**src/rtl/btn_conditioner_if.sv**
```systemverilog
// Button bundle between the board pins and the stopwatch control logic.
// The conditioner drives the debounced level and the press pulse.
interface btn_conditioner_if #(
    parameter int N_BTN = 3
);
    logic [N_BTN-1:0] btn_in;
    logic [N_BTN-1:0] btn_level;
    logic [N_BTN-1:0] btn_pulse;

    modport master (
        output btn_in,
        input  btn_level,
        input  btn_pulse
    );

    modport slave (
        input  btn_in,
        output btn_level,
        output btn_pulse
    );
endinterface

```
**src/rtl/btn_conditioner.sv**
```systemverilog
// Per-channel synchronizer, stability-counter debouncer and press-edge detector.
// Produces a clean registered level and a one-clock pulse on each accepted press.
module btn_conditioner #(
    parameter int N_BTN           = 3,
    parameter int DEBOUNCE_CYCLES = 250000,
    parameter int CNT_W           = 18
) (
    input  logic              clk,
    input  logic              reset,
    btn_conditioner_if.slave  btn
);

    localparam logic [CNT_W-1:0] TERM = CNT_W'(DEBOUNCE_CYCLES - 1);
    localparam logic [CNT_W-1:0] ONE  = CNT_W'(1);

    typedef enum logic [1:0] {
        STABLE_LO = 2'd0,
        PEND_HI   = 2'd1,
        STABLE_HI = 2'd2,
        PEND_LO   = 2'd3
    } state_t;

    logic [N_BTN-1:0] sync1_q;
    logic [N_BTN-1:0] sync2_q;
    logic [N_BTN-1:0] level_vec;
    logic [N_BTN-1:0] pulse_vec;

    always_ff @(posedge clk or posedge reset) begin
        if (reset) begin
            sync1_q <= '0;
            sync2_q <= '0;
        end else begin
            sync1_q <= btn.btn_in;
            sync2_q <= sync1_q;
        end
    end

    genvar gi;
    generate
        for (gi = 0; gi < N_BTN; gi++) begin : g_chan
            state_t           state_q;
            logic [CNT_W-1:0] cnt_q;
            logic             level_q;
            logic             pulse_q;

            // Leaving a stable state already counts that edge, so a window of
            // one cycle (TERM == 0) flips the level immediately.
            always_ff @(posedge clk or posedge reset) begin
                if (reset) begin
                    state_q <= STABLE_LO;
                    cnt_q   <= '0;
                    level_q <= 1'b0;
                    pulse_q <= 1'b0;
                end else begin
                    pulse_q <= 1'b0;
                    unique case (state_q)
                        STABLE_LO: begin
                            if (sync2_q[gi]) begin
                                if (TERM == '0) begin
                                    level_q <= 1'b1;
                                    pulse_q <= 1'b1;
                                    state_q <= STABLE_HI;
                                end else begin
                                    cnt_q   <= ONE;
                                    state_q <= PEND_HI;
                                end
                            end
                        end
                        PEND_HI: begin
                            if (!sync2_q[gi]) begin
                                cnt_q   <= '0;
                                state_q <= STABLE_LO;
                            end else if (cnt_q == TERM) begin
                                cnt_q   <= '0;
                                level_q <= 1'b1;
                                pulse_q <= 1'b1;
                                state_q <= STABLE_HI;
                            end else begin
                                cnt_q <= cnt_q + ONE;
                            end
                        end
                        STABLE_HI: begin
                            if (!sync2_q[gi]) begin
                                if (TERM == '0) begin
                                    level_q <= 1'b0;
                                    state_q <= STABLE_LO;
                                end else begin
                                    cnt_q   <= ONE;
                                    state_q <= PEND_LO;
                                end
                            end
                        end
                        PEND_LO: begin
                            if (sync2_q[gi]) begin
                                cnt_q   <= '0;
                                state_q <= STABLE_HI;
                            end else if (cnt_q == TERM) begin
                                cnt_q   <= '0;
                                level_q <= 1'b0;
                                state_q <= STABLE_LO;
                            end else begin
                                cnt_q <= cnt_q + ONE;
                            end
                        end
                        default: begin
                            cnt_q   <= '0;
                            level_q <= 1'b0;
                            state_q <= STABLE_LO;
                        end
                    endcase
                end
            end

            assign level_vec[gi] = level_q;
            assign pulse_vec[gi] = pulse_q;
        end
    endgenerate

    assign btn.btn_level = level_vec;
    assign btn.btn_pulse = pulse_vec;

endmodule

```
**src/flat_wrapper.sv**
```systemverilog
// flat-port wrapper written by rule: the top's interface ports become plain ports
module btn_conditioner_flat 
#(
    parameter int N_BTN           = 3,
    parameter int DEBOUNCE_CYCLES = 250000,
    parameter int CNT_W           = 18
)
  (clk, reset, btn_btn_in, btn_btn_level, btn_btn_pulse);
  btn_conditioner_if #(.N_BTN(N_BTN)) btn_i ();
  input  logic clk;
  input  logic reset;
  input wire logic [$bits(btn_i.btn_in)-1:0] btn_btn_in;
  output wire logic [$bits(btn_i.btn_level)-1:0] btn_btn_level;
  output wire logic [$bits(btn_i.btn_pulse)-1:0] btn_btn_pulse;
  assign btn_i.btn_in = btn_btn_in;
  assign btn_btn_level = btn_i.btn_level;
  assign btn_btn_pulse = btn_i.btn_pulse;
  btn_conditioner #(.N_BTN(N_BTN), .DEBOUNCE_CYCLES(DEBOUNCE_CYCLES), .CNT_W(CNT_W)) u_core (.clk(clk), .reset(reset), .btn(btn_i));
endmodule
```
**config.mk**
```make
export PLATFORM = sky130hd
export DESIGN_NAME = btn_conditioner_flat
export DESIGN_NICKNAME = d
export VERILOG_FILES = /design/src/rtl/btn_conditioner_if.sv /design/src/rtl/btn_conditioner.sv /design/src/flat_wrapper.sv
export SDC_FILE = /design/constraint.sdc
export NUM_CORES = 1
export LEC_CHECK = 0
export CAP_MARGIN = 10
export CORE_ASPECT_RATIO = 2
export CORE_MARGIN = 2
export CORE_UTILIZATION = 30
export CTS_CLUSTER_DIAMETER = 80
export CTS_CLUSTER_SIZE = 8
export DETAILED_ROUTE_END_ITERATION = 12
export SLEW_MARGIN = 20
export SYNTH_ARGS = -nofsm -noshare
export SYNTH_HDL_FRONTEND = slang
export SYNTH_SLANG_ARGS = --single-unit
export TNS_END_PERCENT = 100
```
**constraint.sdc**
```tcl
create_clock -name clk -period 2.2 [get_ports clk]
set_clock_uncertainty 0.05 [all_clocks]
set_input_delay 0.33 -clock clk [delete_from_list [all_inputs] [get_ports clk]]
set_output_delay 0.33 -clock clk [all_outputs]
set_load 0.005 [all_outputs]
```
==> out/metrics.csv <==
stage,metric,value,unit
sta,final setup violation count,0,
sta,post-layout min period,2.130,ns
sta,fmax,469.5,MHz
floorplan,die area,0.01380,sq mm
clock_network,CTS Sinks,72,
global_routing,GR Layer Usage met2,0.2637,
sta,setup slack after layout,0.07026,ns
clock_network,post-CTS resize count,0,
pwr,Lkg Pwr,1.946,nW
routing,# DRC,0,
synth,Seq cells post-synth,72,
synth,Post-synth EDFFs,0,
worst_setup_path,CP Launch Type,register,
pwr,Cell Pwr Density,701.4,mW/mm^2
sta,"Slew Viols, Final",0,
synth,Main synth FF type,dfrtp_1,
clock_network,Post-CTS Setup Repair Bufs,0,
routing,Via density,5.589,
clock_network,CTS buffer count,9,
sta,Fin. Hold Viols,0,
cells_and_area,final non-filler cell total,606,
floorplan,starting density of the core,0.3064,
global_routing,total track usage,0.1430,
cells_and_area,final core utilization,0.3708,
global_routing,GR peak layer,met2,
worst_setup_path,Worst Path Max Fanout,11,
sta,setup TNS,0,ns
floorplan,cell row count,58,
routing,DRT Wirelength,9.317,mm
floorplan,chip width,84.07,um
synth,Mean Syn Cell Area,9.179,sq um
global_routing,met1 usage,0.1451,
clock_network,H-tree levels,3,
placement,dpl cells,591,
run_status,outcome,"finished, final reports clean",
floorplan,Die H,164.1,um
worst_setup_path,WP buf/inv,1,
worst_setup_path,critical-path cell list,or4bb_4 -> nor4_4 -> a21oi_4 -> buf_4 -> a31oi_1 -> a31oi_1,
cells_and_area,layout cells sized above 1,0.1425,
placement,gpl congestion,0.8440,
clock_network,cts hold-fix bufs,0,
worst_setup_path,"CP delay by family, top",simple AND/OR/NAND/NOR gates,
synth,"Net Count, Synth",427,
pwr,Pwr Total,3.266,mW
clock_network,register clock-pin slew on the reported worst setup and hold paths,0.06,ns
clock_network,latest clock arrival within the worst-skew pair,0.33,ns
worst_setup_path,critical path class,register to register,
routing,Routed Antenna Nets,0,
cells_and_area,"commonest non-fill, non-tap cell in the layout",dfrtp_1,
worst_setup_path,critical path endpoint category,register,
clock_network,root buffer cell,clkbuf_16,
sta,Final Cycle Share,0.9681,
global_routing,initial antenna violation count,0,
routing,DR WL/cell,15.37,um
routing,DR vias,3387,
synth,Ys Warns,0,
cells_and_area,ANT cells,0,
routing,first drt pass iteration count,4,
worst_setup_path,crit-path most repeated cell,a31oi_1,
cells_and_area,Synth-to-Final Area Change,21.05,%
synth,top post-synthesis cells by area,"dfrtp_1 (47%), nand2_1 (4.9%), a31oi_1 (4.4%), nand3_1 (3.8%), o21ai_0 (3.5%)",
clock_network,CTS tree,yes,
pwr,Max VDD drop,0.5360,mV
worst_setup_path,worst endpoint data arrival time,2.26,ns
floorplan,num ports,11,
placement,pre-CTS setup slack,0.06112,ns
cells_and_area,"commonest cells after routing, fill and taps aside","dfrtp_1 (71), nand2_1 (50), buf_4 (33), nand3_1 (29)",
cells_and_area,"Net count, final",460,
global_routing,global-route wire length before repair,15.93,mm
worst_setup_path,CP max stage delay,0.57,ns
worst_setup_path,worst path required time,2.33,ns
worst_setup_path,Slowest cell on crit path,or4bb_4,
sta,unrepaired setup endpoints after global routing,false,
global_routing,GR Layer Usage met3,0.02211,
synth,register area share after synthesis,0.4684,
synth,Yosys top cell area share,0.4684,
global_routing,vias in the first global route,3398,
synth,Syn Inst Count,419,
synth,"FFs w/ async S/R, synth",1.000,
placement,dpl hpwl,6.818,mm
placement,PortBufs,10,
routing,DRT iter0 DRCs,223,
flow_run,max-cap violation count,0,
worst_hold_path,worst hold path class,register to register,
synth,Synth Cell Area,0.003846,sq mm
global_routing,pin count of the biggest net entering global routing,73,
clock_network,Clock Tree Buf Depth,2,
sta,Tightest Pin Transition,0.5756,ns
floorplan,Core Footprint,0.01255,sq mm
global_routing,GRT overflow,0,
synth,post-synth cell types,52,
sta,relative max-transition margin,0.6149,
synth,leading area contributor after synthesis,dfrtp_1,
==> per-stage QoR <==
| stage | hold slack, ns | cell area, sq um |
|---|---|---|
| 2_1_floorplan | 0.2812 | 3850 |
| 4_1_cts | 0.3080 | 4634 |
| 5_1_grt | 0.3119 | 4656 |
| 3_5_place_dp | 0.2950 | 4290 |
| 3_3_place_gp | 0.2855 | 4290 |
| 6_report | 0.3016 | 4656 |
==> power breakdown <==
group          internal [mW]  total (mW)  switching, mW
Clock                   1.13        1.68          0.552
Combinational         0.0722       0.179          0.107
Sequential              1.36        1.40         0.0451
Total                   2.56        3.27          0.704
==> cell families (layout without fill, tap and decap cells) <==
family,after synthesis,in the layout,share of synthesized area
xor gates and xnor gates,9,9,0.02050
AOI/OAI and AO/OA,117,117,0.2001
adders and majority gates,3,3,0.009760
and+or+nand+nor,177,177,0.2466
DFF,72,72,0.4684
buffers and inverters,40,77,0.05172
muxes,1,1,0.002928
==> path summary, 6_finish.rpt <==
check | to | start | depth (start not counted) | slack (ns)
max in group asynchronous | u_core.g_chan[0].cnt_q[13]$_DFFE_PP0P_ | reset | 3 | 1.38
hold reg to reg | u_core.sync2_q[1]$_DFF_PP0_ | u_core.sync1_q[1]$_DFF_PP0_ | 0 | 0.30
hold / removal | u_core.sync2_q[1]$_DFF_PP0_ | u_core.sync1_q[1]$_DFF_PP0_ | 0 | 0.30
min in group asynchronous | u_core.g_chan[1].cnt_q[7]$_DFFE_PP0P_ | reset | 3 | 0.41
setup / recovery | u_core.g_chan[0].cnt_q[6]$_DFFE_PP0P_ | u_core.g_chan[0].cnt_q[13]$_DFFE_PP0P_ | 6 | 0.07
setup reg to reg | u_core.g_chan[0].cnt_q[6]$_DFFE_PP0P_ | u_core.g_chan[0].cnt_q[13]$_DFFE_PP0P_ | 6 | 0.07
==> synthesized netlist by cell type (3+ instances only) <==
cell and count:
a21o_1 5, a21oi_1 21, a22o_1 9, a31oi_1 27, a41oi_1 8, and2_1 5
and3_1 7, and4_1 10, buf_2 3, buf_4 6, buf_6 3, clkbuf_1 10
dfrtp_1 72, ha_1 3, inv_1 17, nand2_1 50, nand2b_1 8, nand3_1 29
nand4_1 15, nor2_1 22, nor3_1 9, nor4_1 5, nor4b_1 5, o21a_1 3
o21ai_0 27, xnor2_1 3, xor2_1 6
==> final cells by class <==
class                   count  area (sq um)
flip-flops and latches     72          1803
inverters                  17         67.56
fillers                  1245          7899
well taps                 150         187.7
multi-input cells         307          1866
repair buffers             45         387.9
clock inverters             5         105.1
clock buffers              10         239.0
==> registers in the layout, indices dropped and copies added (netlist names), named ones only <==
register	count
u_core.sync2_q	3
u_core.g_chan.state_q	3
u_core.g_chan.level_q	3
u_core.g_chan.pulse_q	3
u_core.sync1_q	3
u_core.g_chan.cnt_q	54
==> per-layer routing <==
metal | share of wire | vias up
met2 | 0.56 | 57
met4 | 0.045 | 0
li1 | - | 1625
met3 | 0.015 | 30
met1 | 0.38 | 1675
met5 | 0 | -
Power figures use the tool's default switching activity.
